`src/rtl/scaled_delay_timer.sv`:
```
// Multi-channel delay timer: fixed-point unit delays rounded to precision ticks; SCALED_DELAY_TIMER_NOW_EN adds a time counter.
// Latency: accepted request loads its channel two edges later; sat pulses the cycle after accept.
// Backpressure: req_ready drops while the target channel is busy or already queued in the convert stage.
module scaled_delay_timer #(
  parameter int CHANNELS = 4,
  parameter int INT_W    = 8,
  parameter int FRAC_W   = 16,
  parameter int SCALE    = 10,
  parameter int CNT_W    = 32,
  parameter int CH_W     = (CHANNELS > 1) ? $clog2(CHANNELS) : 1
) (
  input  logic                    clock,
  input  logic                    reset_n,
  input  logic                    tick,
  input  logic                    req_valid,
  output logic                    req_ready,
  input  logic [CH_W-1:0]         req_chan,
  input  logic [INT_W+FRAC_W-1:0] req_delay,
  input  logic [CHANNELS-1:0]     cancel,
  output logic [CHANNELS-1:0]     busy,
  output logic [CHANNELS-1:0]     done,
  output logic                    sat,
  output logic [CNT_W-1:0]        now_ticks,
  output logic [CNT_W-1:0]        now_units
);

  localparam int DLY_W = INT_W + FRAC_W;
  localparam int SC_W  = $clog2(SCALE) + 1;
  // Wide enough for the full product plus rounding term and any CNT_W.
  localparam int W     = DLY_W + SC_W + 1 + CNT_W;

  typedef enum logic {
    S_IDLE,
    S_COUNT
  } ch_state_t;

  logic [W-1:0]     prod;
  logic [W-1:0]     conv_full;
  logic [W-1:0]     cnt_max;
  logic             conv_sat;
  logic [CNT_W-1:0] conv_ticks;
  logic             accept;

  logic             c_vld;
  logic [CH_W-1:0]  c_chan;
  logic [CNT_W-1:0] c_ticks;

  ch_state_t        state_q [CHANNELS];
  ch_state_t        state_d [CHANNELS];
  logic [CNT_W-1:0] cnt_q   [CHANNELS];
  logic [CNT_W-1:0] cnt_d   [CHANNELS];
  logic [CHANNELS-1:0] done_d;
  logic [CHANNELS-1:0] done_q;

  assign prod       = W'(req_delay) * W'(SCALE) + (W'(1) << (FRAC_W - 1));
  assign conv_full  = prod >> FRAC_W;
  assign cnt_max    = W'({CNT_W{1'b1}});
  assign conv_sat   = conv_full > cnt_max;
  assign conv_ticks = conv_sat ? {CNT_W{1'b1}} : conv_full[CNT_W-1:0];

  always_comb begin
    req_ready = 1'b0;
    if (int'(req_chan) < CHANNELS) begin
      req_ready = !busy[req_chan] && !(c_vld && (c_chan == req_chan));
    end
  end

  assign accept = req_valid && req_ready;

  always_ff @(posedge clock or negedge reset_n) begin
    if (!reset_n) begin
      c_vld   <= 1'b0;
      c_chan  <= '0;
      c_ticks <= '0;
      sat     <= 1'b0;
    end else begin
      c_vld <= accept;
      sat   <= accept && conv_sat;
      if (accept) begin
        c_chan  <= req_chan;
        c_ticks <= conv_ticks;
      end
    end
  end

  // Load beats cancel; cancel beats the expiring tick.
  always_comb begin
    done_d = '0;
    for (int c = 0; c < CHANNELS; c++) begin
      state_d[c] = state_q[c];
      cnt_d[c]   = cnt_q[c];
      if (c_vld && (c_chan == CH_W'(c))) begin
        if (c_ticks == '0) begin
          state_d[c] = S_IDLE;
          done_d[c]  = 1'b1;
        end else begin
          state_d[c] = S_COUNT;
          cnt_d[c]   = c_ticks;
        end
      end else if (state_q[c] == S_COUNT) begin
        if (cancel[c]) begin
          state_d[c] = S_IDLE;
        end else if (tick) begin
          if (cnt_q[c] == CNT_W'(1)) begin
            state_d[c] = S_IDLE;
            done_d[c]  = 1'b1;
          end else begin
            cnt_d[c] = cnt_q[c] - CNT_W'(1);
          end
        end
      end
    end
  end

  always_ff @(posedge clock or negedge reset_n) begin
    if (!reset_n) begin
      done_q <= '0;
      for (int c = 0; c < CHANNELS; c++) begin
        state_q[c] <= S_IDLE;
        cnt_q[c]   <= '0;
      end
    end else begin
      done_q <= done_d;
      for (int c = 0; c < CHANNELS; c++) begin
        state_q[c] <= state_d[c];
        cnt_q[c]   <= cnt_d[c];
      end
    end
  end

  always_comb begin
    busy = '0;
    for (int c = 0; c < CHANNELS; c++) begin
      busy[c] = (state_q[c] == S_COUNT);
    end
  end

  assign done = done_q;

`ifdef SCALED_DELAY_TIMER_NOW_EN
  localparam int SUB_W = $clog2(SCALE);

  logic [CNT_W-1:0] ticks_q;
  logic [CNT_W-1:0] unit_q;
  logic [SUB_W-1:0] sub_q;

  always_ff @(posedge clock or negedge reset_n) begin
    if (!reset_n) begin
      ticks_q <= '0;
      unit_q  <= '0;
      sub_q   <= '0;
    end else if (tick) begin
      ticks_q <= ticks_q + CNT_W'(1);
      if (sub_q == SUB_W'(SCALE - 1)) begin
        sub_q  <= '0;
        unit_q <= unit_q + CNT_W'(1);
      end else begin
        sub_q <= sub_q + SUB_W'(1);
      end
    end
  end

  // Round half up: bump when the fractional part reaches half a unit.
  assign now_ticks = ticks_q;
  assign now_units = unit_q + CNT_W'({sub_q, 1'b0} >= (SUB_W + 1)'(SCALE));
`else
  assign now_ticks = '0;
  assign now_units = '0;
`endif

endmodule

```
`config.mk`:
```
export PLATFORM = sky130hd
export DESIGN_NAME = scaled_delay_timer
export DESIGN_NICKNAME = d
export VERILOG_FILES = /design/src/rtl/scaled_delay_timer.sv
export SDC_FILE = /design/constraint.sdc
export NUM_CORES = 1
export LEC_CHECK = 0
export BUFFER_PORTS_ARGS = -buffer_cell sky130_fd_sc_hd__clkbuf_2
export CAP_MARGIN = 10
export CORE_MARGIN = 2
export CORE_UTILIZATION = 40
export CTS_CLUSTER_SIZE = 24
export DETAILED_ROUTE_END_ITERATION = 8
export PLACE_DENSITY = 0.68
export SLEW_MARGIN = 15
export SYNTH_ARGS = -nofsm -noshare
export SYNTH_HDL_FRONTEND = slang
export SYNTH_SLANG_ARGS = --single-unit
```
`constraint.sdc`:
```
create_clock -name clock -period 2.48 [get_ports clock]
set_input_delay 0.124 -clock clock [delete_from_list [all_inputs] [get_ports clock]]
set_output_delay 0.124 -clock clock [all_outputs]
set_load 0.03 [all_outputs]
```
* Word level (Yosys, flattened, before mapping)
Index checks and enable logic that the tools add are counted.
** Storage, ports and cells
- Register bits :: 172
- Input port bits :: 34
** Cells by class
- Add/subtract/negate cells :: 5
- Multipliers :: 1
- $lt $le $gt $ge :: 2
- Eq/ne operators :: 20
- Muxes and demuxes :: 66
- Reductions and logical operators :: 24
** Operator list (count)
- 32-bit two-way mux :: 22
- 32-bit by 1-bit equality test with 1-bit output, second input constant :: 4
- 32-bit by 1-bit subtractor with 32-bit output, second input constant :: 4
- 1-bit two-way mux :: 43
- 13-bit by 32-bit greater-than comparator with 1-bit output, second input constant :: 1
- 32-bit logical NOT :: 1
- 28-bit by 16-bit adder with 29-bit output, second input constant :: 1
- 24-bit by 3-bit multiplier with 27-bit output, second input constant :: 1
- 5-bit AND reduction :: 4
- 2-bit != test, second input constant :: 8
- 2-bit nonzero test :: 8
- 1-bit logical AND :: 8
- 2-bit by 1-bit != test with 1-bit output, second input constant :: 4
- 2-bit equality test, second input constant :: 2
- 2-bit by 3-bit less-than comparator with 1-bit output, second input constant :: 1
- 1-bit binary-select mux with 2-bit select :: 1
- 2-bit by 1-bit equality test with 1-bit output, second input constant :: 1
- 2-bit equality test :: 1
- 1-bit logical NOT :: 2
- 2-bit logical NOT :: 1

* Depth between registers and ports, before layout
Gate-level depths: netlist of the first run.
- Word-level depth :: 6
- Mapped depth :: 12
- Depth with buffers taken out :: 12

* Worst setup path before layout of the first run
No wires, ideal clock.
- Kind :: input port to flip-flop
- Start :: input port req_delay[3]
- End :: register c_ticks[11]
- Setup time :: 0.082 ns
- Data arrival time :: 2.897 ns
- Data required time :: 2.398 ns
- Path slack :: -0.499 ns
- Stages :: 11
- Cells stage by stage :: ha_1 ha_1 o21ai_0 a211oi_1 o311a_1 a211o_1 xor2_1 and4_1 nand4_1 or3b_2 a31oi_1
** Between the ends
- Word-level cells in the longest chain between the ends :: 4
** RTL lines
- from (decl) :: RTL line 18 : input logic [INT_W+FRAC_W-1:0] req_delay,
- 24-bit by 3-bit multiplier with 27-bit output (*) :: RTL line 55 : assign prod = W'(req_delay) * W'(SCALE) + (W'(1) << (FRAC_W - 1));
- 28-bit by 16-bit adder with 29-bit output (*) :: RTL line 55
- 13-bit by 32-bit greater-than comparator with 1-bit output :: RTL line 58 : assign conv_sat = conv_full > cnt_max;
- 32-bit two-way mux (*) :: RTL line 59 : assign conv_ticks = conv_sat ? {CNT_W{1'b1}} : conv_full[CNT_W-1:0];
- to (signal assigned) :: RTL line 81 : c_ticks <= conv_ticks;
- to (decl) :: RTL line 46 : logic [CNT_W-1:0] c_ticks;
Mark *: on every way between the ends. The rest lies on a longest branch, timed or not.
A chain may end at the register's enable or synchronous reset.

* Worst setup path in the final report of the first run
- Start :: register cnt_q[48] (netlist name)
- End :: register cnt_q[53] (netlist name)
** Between the ends
- Word-level cells in the longest chain between the ends :: 6
- Elaborated cells between the ends (all ways) :: 9
** RTL lines
- from (decl) :: RTL line 50 : logic [CNT_W-1:0] cnt_q [CHANNELS];
- from (signal, indexed assignment) :: RTL line 126 : cnt_q[c] <= cnt_d[c];
- 32-bit by 1-bit subtractor with 32-bit output :: RTL line 108 : cnt_d[c] = cnt_q[c] - CNT_W'(1);
- 32-bit two-way mux :: RTL line 104 : if (cnt_q[c] == CNT_W'(1)) begin
- 32-bit two-way mux :: RTL line 103 : end else if (tick) begin
- 32-bit two-way mux :: RTL line 101 : if (cancel[c]) begin
- 32-bit two-way mux :: RTL line 100 : end else if (state_q[c] == S_COUNT) begin
- 32-bit two-way mux :: RTL line 92 : if (c_vld && (c_chan == CH_W'(c))) begin
Several ways; a longest one is shown, not always the timed one. The select of a mux whose other input is x is not followed.

==> out/metrics.cfg, run 1 <==
[clock_tree]
ctsRootBufferMaster = clkbuf_16
path_clk_slew_ps = 60
insertion_delay_ps = 430
cts_buffer_depth = 2
cts.sinks = 152
numCtsBuffers = 17
htree_num_levels = 4
cts_tree = done

[placement]
place_congestion = 0.878
pre_cts_ws_ps = -459
port_buffers = 42
dp_hpwl_um = 18000
place_area_um2 = 12100

[drt]
drt_first_pass_iters = 5
first_iter_violations = 680
post_drt_wl_per_cell_um = 15.5
viasPerCell = 5.43
routed_wl_um = 26700
vias = 9351
ant_nets = 0
drc_errors = 0

[synthesis]
ys_seq_area_share_pct = 38.0
yosysWarnings = 0
synth_cell_type_count = 81
synth_most_common_cell = dfrtp_1
synth_area_leaders = dfrtp_1 38%, ha_1 6.4%, nor2_1 5.6%, buf_4 4.9%, xnor2_1 4.5%
synthFlopType = dfrtp_1
yosys.area.top_type_share_pct = 38.0
synthesis.area_um2 = 10000
synth_edf_count = 0
synth.largest_area_cell = dfrtp_1
ys_ff_latch = 152
synth_common_cells = 152 x dfrtp_1, 150 x nor2_1, 96 x nand2_1, 79 x a21oi_1, 71 x o21ai_0
async_reset_ff_share_pct = 100
syn_avg_cell_area_um2 = 8.69
syn_inst = 1151

[worst_hold_path]
min_path_type = in2reg
min_from = cancel[2]
whs_endpoint = busy[2]
whs_path_depth = 4

[layout]
final_area_um2 = 13700
antenna_cells = 0
area_growth_pct = 37.2
nets = 1470
nFillCells = 2065
drive_gt1_share_pct = 34.5

[worst_setup_path]
cp-start-kind = flop
rr_worst_depth = 10
path_common_cell = or4_4
cp_cell_sequence = or4_4 > or4_4 > nor4b_4 > nand3_2 > a31o_4 > buf_6 > nand2_8 > or2_1 > xor2_1 > nor2_1
slowest_delay_ps = 540
r2r_end = cnt_q[53]
setup.worst_path.class = reg2reg
cp_slowest_cell = or4_4
critPathCaptureType = flop
cp_max_fo = 6
arrival_ps = 3070
cp.required_ps = 2800
timing.rr.start = cnt_q[48]
cpLargestDelayFamily = simple AND/OR/NAND/NOR gates
ff2ff_setup_slack_ps = -270
crit_buf_inv = 1

[timing]
fin_ws_ps = -267
setup_violations = 86
slew_violations = 0
min_period_ps = 2750
tightestPinTransition_ps = 640
maxSlewHeadroom_pct = 57.2
fin_tns_setup_ps = -11960
clock_skew_ps = 7.47
max_freq_mhz = 364
finalHoldViolCount = 0
finalCritPeriodShare_pct = 111
rsz0062_at_grt = yes

[power]
ir_drop_mv = 0.638
power_density_nw_per_um2 = 791
leakagePower_nw = 6.05
p_total_mw = 10.9

[flow_run]
drv_cap = 0

[global_routing]
grt_pass1_wl_um = 42500
grt_pass1_vias = 8746
grt-ovfl-total = 0
antenna_found_initial = 0
grt.total_usage_pct = 19.8
grt_max_degree = 58

[floorplan]
die_area_um2 = 26300
die_w_um = 162
ios = 108
die_y_um = 162
std_cell_rows = 57
coreArea_um2 = 24500
initial_core_util_pct = 40.9

[status]
violations = setup timing
status = complete, but fails checks

[report_power, final]
part / switching [mW] / total [mW] / internal, mW
sequential: 0.522 / 3.53 / 3.01
combinational: 2.73 / 4.77 / 2.04
clock: 1.02 / 2.55 / 1.53
[worst register-to-register path: stages (launching register included)]
cell,delay (ps)
dfrtp_1,380
or4_4,540
or4_4,450
nor4b_4,280
nand3_2,140
a31o_4,290
buf_6,140
nand2_8,90
or2_1,120
xor2_1,160
nor2_1,50
[sequential cells by signal (all words and copies together) (netlist names)]
signal	cells
done	4
busy	4
c_vld	1
c_chan	2
cnt_q	128
c_ticks	13
[placed cells by master (no fill, tap or decap), types with 14 or more instances in the layout]
cell type,instances
buf_4,185
dfrtp_1,152
nor2_1,135
nand2_1,82
conb_1,65
a21oi_1,62
xnor2_1,44
o21ai_0,41
clkbuf_2,40
nor3_1,31
xor2_1,31
ha_1,27
nand3_1,26
inv_1,24
buf_6,23
nor4_1,21
ha_4,21
o21ai_1,20
or3_1,19
clkbuf_16,17
a21oi_2,14
nand2_2,14
[cells by family (layout without fill, tap and decap cells)]
kind of cell | count (synthesis) | after routing | share of synthesized area [%]
simple gates | 487 | 487 | 24.9
xor+xnor | 83 | 83 | 7.27
buf+inv | 128 | 311 | 7.49
fa+ha+maj | 51 | 51 | 6.38
other cells | 1 | 65 | 0.0375
mux | 7 | 7 | 0.863
flops | 152 | 152 | 38.0
compound gates | 242 | 242 | 15.0
[routing by layer]
| layer | part of all wire, % | global-route usage, % | vias up |
|---|---|---|---|
| li1 | - | - | 4491 |
| met1 | 43 | 27.0 | 4557 |
| met2 | 49 | 32.8 | 260 |
| met3 | 5.3 | 2.45 | 43 |
| met4 | 2.2 | 6.56 | 0 |
| met5 | 0 | 0 | - |
[worst max-delay path by stage]
stage | start | end | slack, ps | depth (start not counted)
2_1_floorplan | cnt_q[14] | cnt_q[20] | -260 | 10
3_3_place_gp | req_delay[10] | c_ticks[11] | -380 | 13
3_5_place_dp | req_delay[10] | c_ticks[11] | -460 | 13
4_1_cts | cnt_q[14] | cnt_q[29] | -230 | 9
5_1_grt | cnt_q[14] | cnt_q[29] | -330 | 9
6_report | cnt_q[48] | cnt_q[53] | -270 | 10
[layout make-up]
| class | instances | area, µm² | area share, % |
|---|---|---|---|
| Tap cell | 324 | 405 | 2.95 |
| Clock buffer | 24 | 472 | 3.44 |
| Timing Repair Buffer | 255 | 1970 | 14.3 |
| Multi-Input combinational cell | 935 | 6890 | 50.2 |
| Clock inverter | 8 | 96.3 | 0.702 |
| Sequential cell | 152 | 3800 | 27.7 |
| Inverter | 24 | 90.1 | 0.657 |
[metrics by stage]
step                std cells  hold WS, ps  utilization (%)
finish                   1722         19.6             56.1
detailed placement       1667         90.3             49.5
floorplan                1215         -172                -
CTS                      1711         16.6             53.6
global route             1722         18.8             56.1
global placement         1667         87.6             49.5
[repair_timing]
item,4_1_cts,5_1_grt
hold buffers,2,0
hold endpoints to repair,44,0
pin swaps,43,83
gates resized for setup,71,120
setup endpoints to repair,105,122
gates cloned,1,0
setup buffers,10,14
Note: power is estimated with default switching activity, not from simulation.
==> run 2: changes to the inputs <==
==> constraint.sdc (replaced) <==
create_clock -name clock -period 2.5 [get_ports clock]
set_input_delay 0.125 -clock clock [delete_from_list [all_inputs] [get_ports clock]]
set_output_delay 0.125 -clock clock [all_outputs]
set_load 0.03 [all_outputs]
==> run 2 against run 1 <==
Effect of this change: the flow finishes with violations (hold timing, setup timing); clock power decreased by 3%; via count up 0.59%; register-to-register slack about the same; non-clock buffer count rose by 13; sequential share of layout area down 0.26 points; die area unchanged; worst setup slack lost 14 ps; first-iteration DRC count down 24%; core utilization grew 0.52 points; global-route usage down 0.25 points; maximum frequency fell by 1.2%; sequential power about the same; critical path type unchanged; largest cell class unchanged; largest power group unchanged; highest routed layer unchanged.
==> out/metrics.cfg, run 2 (synthesized netlist as in run 1, its figures left out) <==
[status]
status = complete, but fails checks  ; unchanged
violations = hold timing, setup timing  ; was setup timing

[timing]
min_period_ps = 2780  ; was 2750 ps
tightestPinTransition_ps = 678  ; was 640 ps
fin_tns_setup_ps = -14790  ; was -11960 ps
setup_violations = 96  ; was 86
slew_violations = 0  ; unchanged
clock_skew_ps = 8.61  ; was 7.47 ps
finalHoldViolCount = 1  ; was 0
max_freq_mhz = 360  ; was 364 MHz
rsz0062_at_grt = yes  ; unchanged
fin_hold_ws_ps = -6.11  ; was 19.6 ps
finalCritPeriodShare_pct = 111  ; about the same
maxSlewHeadroom_pct = 54.7  ; was 57.2%
fin_ws_ps = -281  ; was -267 ps

[worst_setup_path]
cp_cell_sequence = or4_4 > or4_4 > or4_4 > buf_6 > nand2_8 > buf_6 > nor4_4 > nor2_1 > nor2_1 > nor2_1 > a221oi_2  ; was or4_4 > or4_4 > nor4b_4 > nand3_2 > a31o_4 > buf_6 > nand2_8 > or2_1 > xor2_1 > nor2_1
critPathCaptureType = flop  ; unchanged
slowest_delay_ps = 550  ; was 540 ps
cp_slowest_cell = or4_4  ; unchanged
cp_max_fo = 4  ; was 6
setup.worst_path.class = reg2reg  ; unchanged
cp-start-kind = flop  ; unchanged
cp.required_ps = 2810  ; was 2800 ps
arrival_ps = 3090  ; was 3070 ps

[global_routing]
grt-ovfl-total = 0  ; unchanged
antenna_found_initial = 1  ; was 0
grtUsageMet1_pct = 25.6  ; was 27.0%
grt_max_degree = 70  ; was 58
met3_usage_pct = 2.73  ; was 2.45%
grt_pass1_wl_um = 42000  ; was 42500 µm
grt.total_usage_pct = 19.6  ; was 19.8%
met2_usage_pct = 33.2  ; was 32.8%
grt_pass1_vias = 8735  ; was 8746
top_usage_layer = met2  ; unchanged

[worst_hold_path]
min_path_type = in2reg  ; unchanged

[placement]
place_congestion = 0.875  ; was 0.878
place_area_um2 = 12000  ; was 12100 µm²
dp_hpwl_um = 18000  ; about the same
port_buffers = 42  ; unchanged

[drt]
viasPerCell = 5.42  ; was 5.43
drc_errors = 0  ; unchanged
routed_wl_um = 27200  ; was 26700 µm
drt_first_pass_iters = 6  ; was 5
post_drt_wl_per_cell_um = 15.7  ; was 15.5 µm
vias = 9406  ; was 9351
ant_nets = 0  ; unchanged
first_iter_violations = 514  ; was 680

[clock_tree]
cts_tree = done  ; unchanged
path_clk_slew_ps = 60  ; about the same
htree_num_levels = 4  ; unchanged
insertion_delay_ps = 430  ; about the same
cts_buffer_depth = 2  ; unchanged
ctsRootBufferMaster = clkbuf_16  ; unchanged
cts.sinks = 152  ; unchanged
numCtsBuffers = 17  ; unchanged

[floorplan]
coreArea_um2 = 24500  ; unchanged
std_cell_rows = 57  ; unchanged
ios = 108  ; unchanged
die_w_um = 162  ; unchanged
die_area_um2 = 26300  ; unchanged
die_y_um = 162  ; unchanged
initial_core_util_pct = 40.9  ; unchanged

[layout]
top_register = cnt_q  ; unchanged
nets = 1483  ; was 1470
area_growth_pct = 38.5  ; was 37.2%
largest_reg_flops = 128  ; unchanged
reg_top3 = cnt_q: 128 flops, c_ticks: 13 flops  ; unchanged
final_cell_mix = 188 x buf_4, 152 x dfrtp_1, 143 x nor2_1  ; was 185 x buf_4, 152 x dfrtp_1, 135 x nor2_1
final_area_um2 = 13800  ; was 13700 µm²
drive_gt1_share_pct = 36.0  ; was 34.5%
mostFrequentLayoutCell = buf_4  ; unchanged

[power]
ir_drop_mv = 0.659  ; was 0.638 mV
power_density_nw_per_um2 = 779  ; was 791 nW/µm²
leakagePower_nw = 6.15  ; was 6.05 nW

[flow_run]
drv_cap = 0  ; unchanged

run 2: cell types whose count changed in the layout (fill, tap and decap cells not counted), moves of 4 or more:
cell        before  now
buf_6           23   33
nor2_1         135  143
nor2_4          13    6
o21ai_2         10   16
clkbuf_1         5    0
nand2_1         82   77
a21oi_2         14   18
clkinvlp_4       1    5
nand2_2         14   18
nor3_1          31   27
nor3_2          11   15
nor4_1          21   17
run 2: final cells by class:
| cell class | instances | area (µm²) |
|---|---|---|
| clock buffers | 20 | 467 |
| fillers | 2081 | 10600 |
| clock inverters | 11 | 100 |
| diodes | 1 | 2.50 |
| flip-flops and latches | 152 | 3800 |
| repair buffers | 268 | 2110 |
| inverters | 24 | 90.1 |
| well taps | 324 | 405 |
| multi-input cells | 935 | 6870 |
run 2: path summary, 6_finish.rpt:
check,startpoint,to,slack [ps],depth (start not counted)
max,cnt_q[26],cnt_q[10],-280,11
min,req_delay[23],c_ticks[11],-6,3
max reg2reg,cnt_q[26],cnt_q[10],-280,11
min reg2reg,cnt_q[10],cnt_q[10],500,1
max in group asynchronous,reset_n,cnt_q[48],1660,3
min in group asynchronous,reset_n,cnt_q[124],140,2
run 2: report_power, final:
group          leakage (nW)  switching, mW  internal, mW
sequential             1.96          0.538          2.98
clock                 0.266           1.05          1.44
combinational          3.92           2.76          2.02
run 2: what timing repair did:
item | CTS | global route
resized for setup | 64 | 144
pin swaps | 42 | 72
hold buffers | 2 | 0
setup buffers | 18 | 28
hold endpoints to repair | 41 | 0
cloned | 1 | 1
endpoints found under the setup margin | 96 | 129
run 2: critical path, delay by kind of cell, from the launching register on:
family          cells  cell delay, ps
simple gates        8            1950
flops               1             390
buf+inv             2             280
compound gates      1              40
run 2: per-stage QoR:
stage	setup slack (ps)	std cells	total power [mW]	hold slack [ps]	utilization, %
after floorplan	-238	1215	6.05	-171	-
after global placement	-424	1658	7.45	40.9	49.1
after detailed placement	-450	1658	7.56	38.2	49.1
after CTS	-249	1710	10.3	0.324	53.2
after global routing	-378	1734	11.4	16.2	56.6
final	-281	1735	10.8	-6.11	56.6
run 2: metal layers:
metal | wire length, µm | vias up
met5 | 0 | -
met1 | 11600 | 4608
li1 | - | 4502
met2 | 13600 | 252
met3 | 1290 | 44
met4 | 581 | 0
